[src/rtl/o_detect_pkg.sv]
// ============================================================================
// Module : o_detect_pkg
// Brief  : Shared state encodings and width helpers for the detector scheduler.
// Rev    : 1.0  initial release
// ============================================================================
`default_nettype none

package o_detect_pkg;

   localparam logic [2:0] ST_IDLE  = 3'd0;
   localparam logic [2:0] ST_CLEAR = 3'd1;
   localparam logic [2:0] ST_SHIFT = 3'd2;
   localparam logic [2:0] ST_DRAIN = 3'd3;
   localparam logic [2:0] ST_RESP  = 3'd4;

   function automatic int id_width(input int n_req);
      return (n_req > 1) ? $clog2(n_req) : 1;
   endfunction

   function automatic int cnt_width(input int word_w);
      return $clog2(word_w + 1);
   endfunction

endpackage

`default_nettype wire

[src/rtl/rr_arbiter.sv]
// ============================================================================
// Module : rr_arbiter
// Brief  : Round-robin pick: first request at or above the pointer, wrapping.
// Rev    : 1.0  initial release
// ============================================================================
`default_nettype none

module rr_arbiter #(
   parameter int N_REQ = 4,
   parameter int ID_W  = 2
) (
   input  logic [N_REQ-1:0] req_i,
   input  logic [ID_W-1:0]  ptr_i,
   output logic [N_REQ-1:0] grant_o,
   output logic [ID_W-1:0]  idx_o,
   output logic             any_o
);

   logic [ID_W:0]   w_sum;
   logic [ID_W-1:0] w_pos;

   always_comb begin
      grant_o = '0;
      idx_o   = '0;
      any_o   = 1'b0;
      w_sum   = '0;
      w_pos   = '0;
      for (int i = 0; i < N_REQ; i++) begin
         w_sum = {1'b0, ptr_i} + (ID_W+1)'(i);
         if (w_sum >= (ID_W+1)'(N_REQ)) begin
            w_sum = w_sum - (ID_W+1)'(N_REQ);
         end
         w_pos = w_sum[ID_W-1:0];
         if (!any_o && req_i[w_pos]) begin
            grant_o[w_pos] = 1'b1;
            idx_o          = w_pos;
            any_o          = 1'b1;
         end
      end
   end

endmodule

`default_nettype wire

[src/rtl/o_detect_sched.sv]
// ============================================================================
// Module : o_detect_sched
// Brief  : Time-shares one serial 0111 detector between round-robin requesters.
// Rev    : 1.0  initial release
// ============================================================================
`default_nettype none

module o_detect_sched
   import o_detect_pkg::*;
#(
   parameter int N_REQ  = 4,
   parameter int WORD_W = 16,
   parameter int ID_W   = id_width(N_REQ),
   parameter int CNT_W  = cnt_width(WORD_W)
) (
   input  logic                    clk,
   input  logic                    rst,
   input  logic [N_REQ-1:0]        req_valid,
   input  logic [N_REQ*WORD_W-1:0] req_data,
   output logic [N_REQ-1:0]        req_ready,
   output logic                    det_rst,
   output logic                    det_in,
   input  logic                    det_hit,
   output logic                    rsp_valid,
   input  logic                    rsp_ready,
   output logic [ID_W-1:0]         rsp_id,
   output logic [CNT_W-1:0]        rsp_count
);

   localparam int               BIT_W    = (WORD_W > 1) ? $clog2(WORD_W) : 1;
   localparam logic [BIT_W-1:0] LAST_BIT = BIT_W'(WORD_W - 1);

   logic [2:0]        state_q, state_d;
   logic [ID_W-1:0]   ptr_q,   ptr_d;
   logic [WORD_W-1:0] word_q,  word_d;
   logic [ID_W-1:0]   id_q,    id_d;
   logic [CNT_W-1:0]  cnt_q,   cnt_d;
   logic [BIT_W-1:0]  bit_q,   bit_d;

   logic [N_REQ-1:0]  w_grant;
   logic [ID_W-1:0]   w_idx;
   logic              w_any;
   logic [WORD_W-1:0] w_word;

   rr_arbiter #(
      .N_REQ (N_REQ),
      .ID_W  (ID_W)
   ) u_arb (
      .req_i   (req_valid),
      .ptr_i   (ptr_q),
      .grant_o (w_grant),
      .idx_o   (w_idx),
      .any_o   (w_any)
   );

   always_comb begin
      w_word = '0;
      for (int i = 0; i < N_REQ; i++) begin
         if (w_idx == ID_W'(i)) begin
            w_word = req_data[i*WORD_W +: WORD_W];
         end
      end
   end

   always_comb begin
      state_d = state_q;
      ptr_d   = ptr_q;
      word_d  = word_q;
      id_d    = id_q;
      cnt_d   = cnt_q;
      bit_d   = bit_q;
      case (state_q)
         ST_IDLE: begin
            if (w_any) begin
               word_d  = w_word;
               id_d    = w_idx;
               ptr_d   = (w_idx == ID_W'(N_REQ - 1)) ? '0 : w_idx + 1'b1;
               state_d = ST_CLEAR;
            end
         end
         ST_CLEAR: begin
            cnt_d   = '0;
            bit_d   = LAST_BIT;
            state_d = ST_SHIFT;
         end
         ST_SHIFT: begin
            // First SHIFT cycle still shows the hit output of the cleared detector.
            if (bit_q != LAST_BIT) begin
               cnt_d = cnt_q + CNT_W'(det_hit);
            end
            word_d = {word_q[WORD_W-2:0], 1'b0};
            if (bit_q == '0) begin
               state_d = ST_DRAIN;
            end else begin
               bit_d = bit_q - 1'b1;
            end
         end
         ST_DRAIN: begin
            cnt_d   = cnt_q + CNT_W'(det_hit);
            state_d = ST_RESP;
         end
         ST_RESP: begin
            if (rsp_ready) begin
               state_d = ST_IDLE;
            end
         end
         default: state_d = ST_IDLE;
      endcase
   end

   always_ff @(posedge clk or posedge rst) begin
      if (rst) begin
         state_q <= ST_IDLE;
         ptr_q   <= '0;
         word_q  <= '0;
         id_q    <= '0;
         cnt_q   <= '0;
         bit_q   <= '0;
      end else begin
         state_q <= state_d;
         ptr_q   <= ptr_d;
         word_q  <= word_d;
         id_q    <= id_d;
         cnt_q   <= cnt_d;
         bit_q   <= bit_d;
      end
   end

   // Grant is gated by rst so the combinational IDLE path is quiet during reset.
   assign req_ready = (state_q == ST_IDLE && !rst) ? w_grant : '0;
   assign det_rst   = (state_q == ST_CLEAR);
   assign det_in    = (state_q == ST_SHIFT) ? word_q[WORD_W-1] : 1'b0;
   assign rsp_valid = (state_q == ST_RESP);
   assign rsp_id    = id_q;
   assign rsp_count = cnt_q;

endmodule

`default_nettype wire

[config.mk]
export PLATFORM = sky130hd
export DESIGN_NAME = o_detect_sched
export DESIGN_NICKNAME = d
export VERILOG_FILES = /design/src/rtl/o_detect_pkg.sv /design/src/rtl/rr_arbiter.sv /design/src/rtl/o_detect_sched.sv
export SDC_FILE = /design/constraint.sdc
export NUM_CORES = 1
export LEC_CHECK = 0
export ABC_AREA = 1
export CORE_ASPECT_RATIO = 0.75
export CORE_UTILIZATION = 48
export CTS_BUF_LIST = sky130_fd_sc_hd__clkbuf_8
export CTS_CLUSTER_DIAMETER = 100
export DETAILED_ROUTE_END_ITERATION = 10
export GPL_TIMING_DRIVEN = 0
export PLACE_DENSITY = 0.83
export SETUP_SLACK_MARGIN = 0.15
export SLEW_MARGIN = 20
export SYNTH_ARGS = -nofsm -noshare
export SYNTH_HDL_FRONTEND = slang
export SYNTH_SLANG_ARGS = --single-unit
[constraint.sdc]
create_clock -name clk -period 3.34 [get_ports clk]
set_input_delay 0.334 -clock clk [delete_from_list [all_inputs] [get_ports clk]]
set_output_delay 0.334 -clock clk [all_outputs]
set_load 0.01 [all_outputs]
# Word level (Yosys, flattened, before mapping)
# Cells that the tools add are included.
# word_totals
register_bits,32
in_bits,72
output_inout_bits,14
wordCells,116
# classes
add_sub_neg,10
magnitude_cmp,12
eq_ne,13
muxes,49
bitwise,3
reduce_logical,23
# ops
op,n
two-way mux 16 bit,5
one-hot mux 16 bit (2 select lines),1
two-way mux 4 bit,6
two-way mux 2 bit,9
one-hot mux 3 bit (5 select lines),1
one-hot mux 5 bit (3 select lines),1
two-way mux 1 bit,13
"< comparator 2 x 3 -> 1 bit, second input constant",4
OR 4 bit,3
"greater-or-equal comparator 3 bit, second input constant",3
two-way mux 3 bit,3
binary-select mux 1 bit (select 2 bit),4
demux 1 bit (select 2 bit),4
"greater-or-equal comparator 2 x 1 -> 1 bit, second input constant",4
logical AND 1 bit,8
one-hot mux 4 bit (2 select lines),1
AND reduction 2 bit,4
"subtractor 2 x 1 -> 2 bit, second input constant",4
"adder 2 x 2 -> 3 bit, second input constant",2
"== test 3 x 2 -> 1 bit, second input constant",2
"!= test 2 bit, second input constant",3
adder 5 x 1 -> 5 bit,1
two-way mux 5 bit,1
"== test 2 bit, second input constant",2
other kinds (16),21

# Longest topological paths before layout
# logic_depth
depth_word,21
depth_mapped,23
ltp_nobuf,21

# Modules after synthesis
# A second synthesis with hierarchy kept.
# unflattened
cells_unflattened,460
area_unflattened_um2,2782.7
# modules_own_cells
mod,n_inst,cells_per_inst,area_per_inst_um2,seq_area_each_um2
o_detect_sched,1,386,2342.2,800.8
rr_arbiter,1,74,440.4,0.0

# Worst setup path after synthesis
# No wires, ideal clock.
# synth_path
path_kind,flip-flop to flip-flop
start,register ptr_q[0]
end,register word_q[1]
setup_time_ns,0.065
t_arrival_ns,2.828
required_ns,3.275
setup_slack_ns,0.447
stages_incl_launch_ff,24
path_buffers,3
synth_period_minus_slack_ns,2.893
path_cell_list,dfrtp_1 -> buf_6 -> inv_6 -> ha_1 -> inv_1 -> nand3_1 -> nand2_2 -> inv_2 -> nor2_4 -> nand4_1 -> nand2_2 -> inv_1 -> ha_1 -> buf_2 -> nor2_4 -> buf_2 -> nand2_1 -> nand2_1 -> o21ai_0 -> nand2_1 -> o211ai_1 -> nand2_1 -> nand2_1 -> nand2_1
# synth_via
elab_chain_cells,21
elab_cells_between_ends,49
cone_classes,add/sub (7); order compare (4); eq/ne (4); mux (26); reduce/logical (8)
# synth_lines
element,line,rtl
"start, declared",o_detect_sched.sv:34,"logic [ID_W-1:0] ptr_q, ptr_d;"
"start signal, assigned",o_detect_sched.sv:121,ptr_q <= ptr_d;
branches (longest 13 deep; another with adder 2 x 1 -> 3 bit),--,
two-way mux 2 bit *,rr_arbiter.sv:34,if (!any_o && req_i[w_pos]) begin
via u_arb.idx_o[1],rr_arbiter.sv:15,"output logic [ID_W-1:0] idx_o,"
zero test 2 bit,o_detect_sched.sv:59,if (w_idx == ID_W'(i)) begin
two-way mux 16 bit (3 in a row),o_detect_sched.sv:59,
two-way mux 16 bit *,o_detect_sched.sv:59,
two-way mux 16 bit *,o_detect_sched.sv:74,if (w_any) begin
one-hot mux 16 bit (2 select lines) *,o_detect_sched.sv:72,case (state_q)
"end signal, assigned",o_detect_sched.sv:122,word_q <= word_d;
"end, declared",o_detect_sched.sv:35,"logic [WORD_W-1:0] word_q, word_d;"
# Mark *: on every way through the listed nets, which the timed path passes. The select of a mux whose other input is x is not followed.
# A chain may end at the register's enable or synchronous reset.

# Worst setup path after layout
# layout_path
start,register ptr_q[0]
end,output port req_ready[0]
# layout_via
elab_chain_cells,15
elab_cells_between_ends,60
cone_classes,add/sub (7); order compare (12); mux (28); bitwise (3); reduce/logical (10)
# layout_lines
element,line,rtl
branches (longest 13 deep; another with adder 2 x 1 -> 3 bit),--,
two-way mux 4 bit *,rr_arbiter.sv:34,
two-way mux 4 bit *,o_detect_sched.sv:130,assign req_ready = (state_q == ST_IDLE && !rst) ? w_grant : '0;
"end, declared",o_detect_sched.sv:20,"output logic [N_REQ-1:0] req_ready,"
# Mark *: on every way between the ends. The select of a mux whose other input is x is not followed.

==> impl_metrics.ini <==
[floorplanning]
die_y_um = 66.76
io_pins = 86
die_x_um = 88.34
rows = 23
dieArea_um2 = 5897
core_um2 = 5353
start_util = 0.5014

[detailed_routing]
highest_layer = met4
via_count = 3103
postRouteAntennaNets = 0
drt_iter0_markers = 249
drt_wl_total_um = 7963
drtPass1Iterations = 4
wl_met1_um = 3492
vias_per_cell = 5.369
wl_met3_um = 493
route.detailed.drc = 0
dr_wl_met2_um = 3859
avgRoutedWirePerCell_um = 13.78

[global_route]
track_usage = 0.2742
grt_overflow = 0
grt_pass1_wl_um = 12480
antenna_found_initial = 0
grt_pass1_vias = 2869
grt_max_degree = 33

[synth]
syn_inst = 399
yosysWarnings = 0
post_synth.cell_area_avg_um2 = 6.726
yosysUniqueCellTypes = 32
synthTopCellsByCount = 143 x nand2_1, 44 x nand3_1, 32 x dfrtp_1
syn_nets = 486
yosysMostFrequentCell = nand2_1
synth_top_area_frac = 0.2984
yosysTopAreaCell = dfrtp_1
synth_area_leaders = dfrtp_1 30%, nand2_1 20%, nand3_1 8.2%, ha_1 7.0%, inv_1 4.2%
ys_ff_latch = 32
synth-edff-count = 0
seq_area_frac_synth = 0.2984
synthArstFlopShare = 1.000
synth_ff_type = dfrtp_1
mappedNetlistArea_um2 = 2684

[clocking]
cts_tree = yes
clockBufferDepth = 2
cts.sinks = 32
cts_buffers = 5
worst_skew_pair.late_latency_ps = 290
clockRootBuffer = clkbuf_8
clk_pin_slew_worst_paths_ps = 70
hold_buffers = 0
htree_num_levels = 2

[setup_path]
worst-setup-path-type = flip-flop to output pin
rr_startpoint = ptr_q[0]$_DFFE_PP0P_
worstPathRequired_ps = 3010
end_kind = output pin
cp.arrival_ps = 2600
worst-path-buf-inv = 7
crit_family = buffers and inverters
slowest_stage = clkdlybuf4s50_1
r2r_slack_ps = 410
crit_top_cell = inv_2
cp_max_fo = 9
cp_cell_sequence = buf_6 > inv_8 > ha_4 > inv_2 > nand3_2 > nand2_4 > inv_2 > nor2_4 > buf_4 > nand4_1 > nand3_1 > nand2_1 > inv_1 > clkdlybuf4s50_1
reg2regPathDepth = 23
critPathMaxStageDelay_ps = 530
timing.rr.end = word_q[4]$_DFFE_PP0P_
worstSetupStartpointType = flip-flop

[final_layout]
finalNetCount = 589
syn2layout_area_growth_pct = 44.29
postLayoutCellArea_um2 = 3872
antenna_cells = 0
drive_above_1_share = 0.1252

[flow_run]
maxCapViolCount = 0

[sta]
setup_viol = 0
hold_viol = 0
tightest_slew_ps = 640.0
post-route-min-period_ps = 2930
max_freq_mhz = 341.3
finClkSkew_ps = 10.06
finalSetupTns_ps = 0
setup_slack_ps = 409.6
slew_headroom = 0.5727
slew_viol_final = 0
period_share = 0.8774
rsz0062_at_grt = no

[placement]
place_ws_ps = -171.6
portBuffers = 85
gp_congestion = 0.8866
dpl_cell_area_um2 = 3628
hpwl_um = 5960

[pwr]
p_total_mw = 4.769
power_leakage_nw = 1.919
ir_drop_mv = 0.7174
p_per_area_nw_per_um2 = 1232

[status]
status = completed

[min_path]
min_path_type = primary input to async pin
## through the flow
step / cells / hold WS [ps] / utilization
final: 578 / 476.9 / 0.7235
after global routing: 578 / 517.1 / 0.7235
after CTS: 570 / 487.9 / 0.7048
after detailed placement: 559 / 471.3 / 0.6779
after global placement: 559 / 468.7 / 0.6779
after floorplan: 399 / 450.2 / -
## registers in the layout, summed over array words and instances, names as in the netlist
register and count:
ptr_q 2, word_q 16, rsp_count 5, bit_q 4, rsp_id 2, state_q 3
## layer usage
metal | vias up | GRT usage
li1 | 1528 | -
met4 | 0 | 0.05847
met2 | 123 | 0.4923
met5 | - | 0
met1 | 1437 | 0.3426
met3 | 15 | 0.04957
## cells by family (layout without fill, tap and decap cells)
| logic type | count (synthesis) | in the layout | share of synthesized area |
|---|---|---|---|
| and+or+nand+nor | 231 | 231 | 0.3865 |
| AOI/OAI and AO/OA | 68 | 68 | 0.1515 |
| buffers and inverters | 51 | 155 | 0.08718 |
| DFF | 32 | 32 | 0.2984 |
| adders and majority gates | 15 | 15 | 0.06993 |
| xor gates and xnor gates | 2 | 2 | 0.006528 |
## what timing repair did
action                                 in CTS  in global routing
pin swaps                                   3                  4
resized for setup                           8                 19
endpoints found under the hold margin       0                  0
setup endpoints to repair                  21                 20
buffers inserted                            3                  7
gates cloned                                0                  1
## how the worst max path moves through the flow
| stage | from | to | cells after the start |
|---|---|---|---|
| 2_1_floorplan | ptr_q[0]$_DFFE_PP0P_ | word_q[1]$_DFFE_PP0P_ | 23 |
| 3_5_place_dp | ptr_q[1]$_DFFE_PP0P_ | word_q[2]$_DFFE_PP0P_ | 22 |
| 3_3_place_gp | ptr_q[1]$_DFFE_PP0P_ | word_q[2]$_DFFE_PP0P_ | 22 |
| 4_1_cts | ptr_q[1]$_DFFE_PP0P_ | word_q[2]$_DFFE_PP0P_ | 20 |
| 6_report | ptr_q[0]$_DFFE_PP0P_ | req_ready[0] | 14 |
| 5_1_grt | ptr_q[0]$_DFFE_PP0P_ | word_q[4]$_DFFE_PP0P_ | 24 |
## cells in the final DEF, fill, tap and decap left out, types with 14 or more instances in the layout
master | synthesis | routed
a21oi_1 | 20 | 20
inv_1 | 30 | 28
o211ai_1 | 15 | 15
dfrtp_1 | 32 | 30
nor2_1 | 19 | 18
clkdlybuf4s50_1 | 0 | 85
nand3_1 | 44 | 43
nand2_1 | 143 | 143
o21ai_0 | 17 | 14
## cell type report
| cell class | count | area (µm²) |
|---|---|---|
| Buffer | 17 | 117.6 |
| Tap cell | 75 | 93.84 |
| Timing Repair Buffer | 96 | 937.1 |
| Fill cell | 444 | 1480 |
| Inverter | 34 | 136.4 |
| Clock buffer | 5 | 68.82 |
| Multi-Input combinational cell | 316 | 1677 |
| Clock inverter | 3 | 38.79 |
| Sequential cell | 32 | 803.3 |
## where the power goes
| group | switching, mW | internal (mW) | total, mW |
|---|---|---|---|
| clock | 0.140 | 0.218 | 0.358 |
| sequential | 0.104 | 0.565 | 0.669 |
| combinational | 2.25 | 1.49 | 3.74 |
| total | 2.49 | 2.28 | 4.77 |
(Power assumes the default switching activity.)
